<file path="src/rtl/mem_arbiter.sv">
// mem_arbiter: grants the byte-serial memory controller to instruction fetch or the load/store buffer.
// Define MEM_ARB_ROUND_ROBIN_EN for round-robin arbitration instead of fixed LSB priority with anti-starvation.
module mem_arbiter #(
  parameter int unsigned ADDR_W     = 32,
  parameter int unsigned STARVE_MAX = 4
) (
  input  logic              clk_in,
  input  logic              rst_n_in,
  input  logic              rdy_in,
  input  logic              RoB_clear,
  input  logic              if_req,
  input  logic [ADDR_W-1:0] if_addr,
  output logic              if_done,
  output logic [31:0]       if_data,
  input  logic              ls_req,
  input  logic              ls_wr,
  input  logic [2:0]        ls_len,
  input  logic [ADDR_W-1:0] ls_addr,
  input  logic [31:0]       ls_value,
  output logic              ls_done,
  output logic [31:0]       ls_data,
  output logic              mc_waiting,
  output logic              mc_wr,
  output logic [2:0]        mc_len,
  output logic [ADDR_W-1:0] mc_addr,
  output logic [31:0]       mc_value,
  input  logic              mc_ready,
  input  logic [31:0]       mc_result
);

  localparam logic [2:0] IF_LEN = 3'b010;

  typedef enum logic [1:0] {S_IDLE, S_ISSUE, S_WAIT} state_t;
  typedef enum logic {OWN_IF, OWN_LS} owner_t;

  state_t              state_q, state_d;
  owner_t              owner_q, owner_d;
  logic                mc_wr_q, mc_wr_d;
  logic [2:0]          mc_len_q, mc_len_d;
  logic [ADDR_W-1:0]   mc_addr_q, mc_addr_d;
  logic [31:0]         mc_value_q, mc_value_d;
  logic                if_done_q, if_done_d;
  logic                ls_done_q, ls_done_d;
  logic [31:0]         if_data_q, if_data_d;
  logic [31:0]         ls_data_q, ls_data_d;

  logic                arb_open;
  logic                grant_if;
  logic                grant_ls;

  // No arbitration while a done pulse is showing, so a finishing requester is never re-granted on stale req.
  assign arb_open = (state_q == S_IDLE) && !if_done_q && !ls_done_q;

`ifdef MEM_ARB_ROUND_ROBIN_EN
  owner_t last_q, last_d;

  always_comb begin
    grant_if = 1'b0;
    grant_ls = 1'b0;
    if (arb_open) begin
      if (if_req && ls_req) begin
        grant_if = (last_q == OWN_LS);
        grant_ls = (last_q == OWN_IF);
      end else begin
        grant_if = if_req;
        grant_ls = ls_req;
      end
    end
  end

  always_comb begin
    last_d = last_q;
    if (!RoB_clear) begin
      if (grant_if) begin
        last_d = OWN_IF;
      end else if (grant_ls) begin
        last_d = OWN_LS;
      end
    end
  end

  always_ff @(posedge clk_in or negedge rst_n_in) begin
    if (!rst_n_in) begin
      last_q <= OWN_IF;
    end else if (rdy_in || RoB_clear) begin
      last_q <= last_d;
    end
  end
`else
  localparam int unsigned STARVE_W = (STARVE_MAX < 1) ? 1 : $clog2(STARVE_MAX + 1);
  localparam logic [STARVE_W-1:0] STARVE_LIM = STARVE_W'(STARVE_MAX);

  logic [STARVE_W-1:0] starve_q, starve_d;
  logic                if_forced;

  assign if_forced = (starve_q >= STARVE_LIM);

  always_comb begin
    grant_if = 1'b0;
    grant_ls = 1'b0;
    if (arb_open) begin
      grant_if = if_req && (!ls_req || if_forced);
      grant_ls = ls_req && !grant_if;
    end
  end

  always_comb begin
    starve_d = starve_q;
    if (grant_if) begin
      starve_d = '0;
    end else if (grant_ls && if_req && (starve_q < STARVE_LIM)) begin
      starve_d = starve_q + STARVE_W'(1);
    end
    if (RoB_clear) begin
      starve_d = '0;
    end
  end

  always_ff @(posedge clk_in or negedge rst_n_in) begin
    if (!rst_n_in) begin
      starve_q <= '0;
    end else if (rdy_in || RoB_clear) begin
      starve_q <= starve_d;
    end
  end
`endif

  always_comb begin
    state_d    = state_q;
    owner_d    = owner_q;
    mc_wr_d    = mc_wr_q;
    mc_len_d   = mc_len_q;
    mc_addr_d  = mc_addr_q;
    mc_value_d = mc_value_q;
    if_done_d  = 1'b0;
    ls_done_d  = 1'b0;
    if_data_d  = if_data_q;
    ls_data_d  = ls_data_q;

    unique case (state_q)
      S_IDLE: begin
        if (grant_ls) begin
          owner_d    = OWN_LS;
          mc_wr_d    = ls_wr;
          mc_len_d   = ls_len;
          mc_addr_d  = ls_addr;
          mc_value_d = ls_value;
          state_d    = S_ISSUE;
        end else if (grant_if) begin
          owner_d    = OWN_IF;
          mc_wr_d    = 1'b0;
          mc_len_d   = IF_LEN;
          mc_addr_d  = if_addr;
          mc_value_d = '0;
          state_d    = S_ISSUE;
        end
      end
      S_ISSUE: begin
        state_d = S_WAIT;
      end
      S_WAIT: begin
        if (mc_ready) begin
          if (owner_q == OWN_IF) begin
            if_data_d = mc_result;
            if_done_d = 1'b1;
          end else begin
            ls_data_d = mc_result;
            ls_done_d = 1'b1;
          end
          state_d = S_IDLE;
        end
      end
      default: begin
        state_d = S_IDLE;
      end
    endcase

    // Flush overrides everything computed above, including a same-cycle grant or completion.
    if (RoB_clear) begin
      state_d    = S_IDLE;
      owner_d    = owner_q;
      mc_wr_d    = mc_wr_q;
      mc_len_d   = mc_len_q;
      mc_addr_d  = mc_addr_q;
      mc_value_d = mc_value_q;
      if_done_d  = 1'b0;
      ls_done_d  = 1'b0;
      if_data_d  = if_data_q;
      ls_data_d  = ls_data_q;
    end
  end

  always_ff @(posedge clk_in or negedge rst_n_in) begin
    if (!rst_n_in) begin
      state_q    <= S_IDLE;
      owner_q    <= OWN_IF;
      mc_wr_q    <= 1'b0;
      mc_len_q   <= '0;
      mc_addr_q  <= '0;
      mc_value_q <= '0;
      if_done_q  <= 1'b0;
      ls_done_q  <= 1'b0;
      if_data_q  <= '0;
      ls_data_q  <= '0;
    end else if (rdy_in || RoB_clear) begin
      state_q    <= state_d;
      owner_q    <= owner_d;
      mc_wr_q    <= mc_wr_d;
      mc_len_q   <= mc_len_d;
      mc_addr_q  <= mc_addr_d;
      mc_value_q <= mc_value_d;
      if_done_q  <= if_done_d;
      ls_done_q  <= ls_done_d;
      if_data_q  <= if_data_d;
      ls_data_q  <= ls_data_d;
    end
  end

  assign mc_waiting = (state_q != S_IDLE);
  assign mc_wr      = mc_wr_q;
  assign mc_len     = mc_len_q;
  assign mc_addr    = mc_addr_q;
  assign mc_value   = mc_value_q;
  assign if_done    = if_done_q;
  assign if_data    = if_data_q;
  assign ls_done    = ls_done_q;
  assign ls_data    = ls_data_q;

endmodule
</file>
<file path="config.mk">
export PLATFORM = sky130hd
export DESIGN_NAME = mem_arbiter
export DESIGN_NICKNAME = d
export VERILOG_FILES = /design/src/rtl/mem_arbiter.sv
export SDC_FILE = /design/constraint.sdc
export NUM_CORES = 1
export LEC_CHECK = 0
export ABC_AREA = 1
export BUFFER_PORTS_ARGS = -buffer_cell sky130_fd_sc_hd__buf_2
export CORE_MARGIN = 2
export CORE_UTILIZATION = 29
export DETAILED_ROUTE_END_ITERATION = 10
export PLACE_DENSITY_LB_ADDON = 0.05
export SLEW_MARGIN = 0
export SYNTH_ARGS = -nofsm -noshare
export SYNTH_HDL_FRONTEND = slang
export SYNTH_SLANG_ARGS = --single-unit
</file>
<file path="constraint.sdc">
create_clock -name clk_in -period 1.7 [get_ports clk_in]
set_input_delay 0.425 -clock clk_in [delete_from_list [all_inputs] [get_ports clk_in]]
set_output_delay 0.425 -clock clk_in [all_outputs]
set_load 0.01 [all_outputs]
</file>
==> metrics.txt <==
Switching Share=33.6%; die width=150 um; Final ANT Viol Nets=0; Final Setup Violations=0; initial antenna violation count=1; Mapped Area=6170 um^2; CP Class=reg2out; P&R area growth vs syn=37.0%; clock share of power=~31%; slack of the critical path=0.0625 ns; status=complete, no violations; Root Buffer=clkbuf_16; ranking of synthesized cells by area=dfrtp_1 (57%), nand2_1 (27%), o21bai_1 (3.9%), nand3_1 (3.2%), inv_1 (2.2%); Reg power frac=between 40% and 50%; max_cap viols=0; Nets=1169; RR Endpoint=mc_addr[17]; EDFF count, synth=0; routed len/inst=14.2 um; Yosys top cell by area=dfrtp_1; Post-Route Setup TNS=0 ns; CTS tree=built; post-layout min period=1.64 ns; Syn Nets=about 900; met2 WL=about 9000 um; via count=5616; R2R cell count=8; Final Total Pwr=11.7 mW; worst hold path type=in2reg; most common cell in the netlist=nand2_1; first-pass GRT wire length=29500 um; drt first pass iters=4; Hold Vio Cnt, Final=0; Post-route DRC=0; sequential cell area fraction in the yosys report=roughly 57%; worst path arrival time=1.21 ns; power per cell area=between 1000 and 1500 nW/um^2; Layout fillers=about 2.3k; Worst-Skew Late Latency=0.41 ns; initial DRC count=233; Worst Path Required=1.27 ns; crit-path max FO=4; Initial Util=between 20% and 30%; Post-Route Utilization=40.4%; Worst Hold Depth=3; cell count after synthesis=758; final worst-path cycle share=96.3%; final hold slack=0.226 ns; post-DP HPWL=13000 um; largest net degree at the start of global routing=59; Max Clock Skew=approximately 0.013 ns; total die area=22500 um^2; Int Pwr=7.78 mW; Hold Path Sink=ls_data[5]; #FFs+latches synth=140; layout cells sized above 1=32.1%; maximum clock frequency=about 610 MHz; r2r setup slk=roughly 0.19 ns; Met3 Wirelength=1340 um; Slew headroom=slightly above 70%; Clock Sinks=140; GRT Total Usage=approximately 17%; CP endpoint kind=primary output; combinational share of power=27.8%; # rows=53; Met1 Routed Length=between 8000 and 9000 um; WL final=18700 um; Final Max Tran Viols=0; clock transition at the registers of the reported paths=around 0.06 ns; grt ovf=0; CTS Buf Count=17; vias per cell=between 4 and 5; RSZ-0062 raised after global routing=no; Final GP Congestion=0.736; H-tree depth=4; list of most frequent post-synthesis cells=nand2_1 (439), dfrtp_1 (140), nand3_1 (40); Die Y=150 um; dpl ws=-0.000695 ns; # port buffers=approximately 270; uppermost routed layer=met4; Avg Inst Size Synth=approximately 8 um^2; reg2reg start=ls_done; share of the synthesized area in the top cell type=56.7%; Async SR Flop Fraction=100%; clock buffer depth=2; Most used DFF post-synth=dfrtp_1; # IOs=approximately 270; Synth cell types=21; vias in the first global route=around 5.7k; Syn. warnings=0; leakage power total=approximately 5.2 nW; CORE AREA=21000 um^2; hold path startpoint=mc_result[5]; Sw Pwr=3.93 mW; CP startpoint kind=register; worst-margin pin slew=0.440 ns; Worst VDD drop=0.000601 V
area by class of cell:
cell class	instances	area, um^2	area share (%)
Antenna cell	1	2.50	0.0296
Inverter	42	165	1.95
Timing Repair Buffer	290	1600	19.0
Clock inverter	13	141	1.67
Clock buffer	19	433	5.12
Multi-Input combinational cell	538	2260	26.8
Sequential cell	140	3500	41.4
Tap cell	275	344	4.07
layout by cell type (no fill, tap or decap), drive strengths merged:
cell type      n
a21oi          1
buf          289
bufinv         2
clkbuf        19
clkinv         5
clkinvlp       3
dfrtp        140
diode          1
dlygate4sd3    1
ha             1
inv           45
nand2        441
nand3         42
nand4          1
nor2          16
nor3           1
o21ai          3
o21bai        32
timing repair:
action	CTS	global route
pin swaps	0	1
resized for setup	1	5
endpoints found under the hold margin	31	0
hold buffers	1	0
setup endpoints to repair	1	28
setup buffers	0	0
sequential cells by signal (all words and copies together), names as in the netlist:
signal    count
mc_wr         1
if_done       1
if_data      32
mc_addr      32
mc_value     32
state_q       2
mc_len        3
ls_done       1
ls_data      32
starve_q      3
owner_q       1
per-layer routing:
layer	global-route usage (%)	up-vias
met2	27.9	182
met5	0	-
li1	-	2853
met1	20.9	2559
met4	5.61	0
met3	4.66	22
worst max-delay path by stage:
| stage | startpoint | to | slack, ns | depth (start not counted) |
|---|---|---|---|---|
| finish | state_q[1] | mc_waiting | 0.06 | 3 |
| floorplan | ls_done | mc_value[10] | 0.26 | 8 |
| global route | state_q[1] | mc_waiting | 0.003 | 3 |
| detailed placement | RoB_clear | if_data[16] | -0.0007 | 9 |
| global placement | RoB_clear | if_data[13] | 0.06 | 9 |
| CTS | state_q[0] | mc_waiting | 0.02 | 3 |
critical path, cell delays in order, from the launching register on:
cell and delay, ns:
dfrtp_1 0.43, nor2_4 0.17, inv_1 0.07, buf_2 0.14
cells by family after synthesis:
| kind of cell | after synthesis | synth area share [%] |
|---|---|---|
| simple gates | 501 | 32.1 |
| flops | 140 | 56.7 |
| buf+inv | 80 | 6.69 |
| compound gates | 36 | 4.22 |
| fa+ha+maj | 1 | 0.203 |
power groups by stage:
stage               Sequential [mW]  Combinational [mW]  Clock [mW]
floorplan                      5.29                1.21           0
global placement               4.86                3.31           0
detailed placement             4.84                3.34           0
CTS                            4.82                3.34        3.76
global route                   4.93                3.71        3.88
finish                         4.81                3.26        3.64
per-stage QoR:
stage	std cells	instance area, um^2
floorplan	758	6170
global placement	1284	7860
detailed placement	1284	7860
CTS	1317	8450
global route	1317	8450
finish	1318	8460
Note: power is estimated with default switching activity, not from simulation.
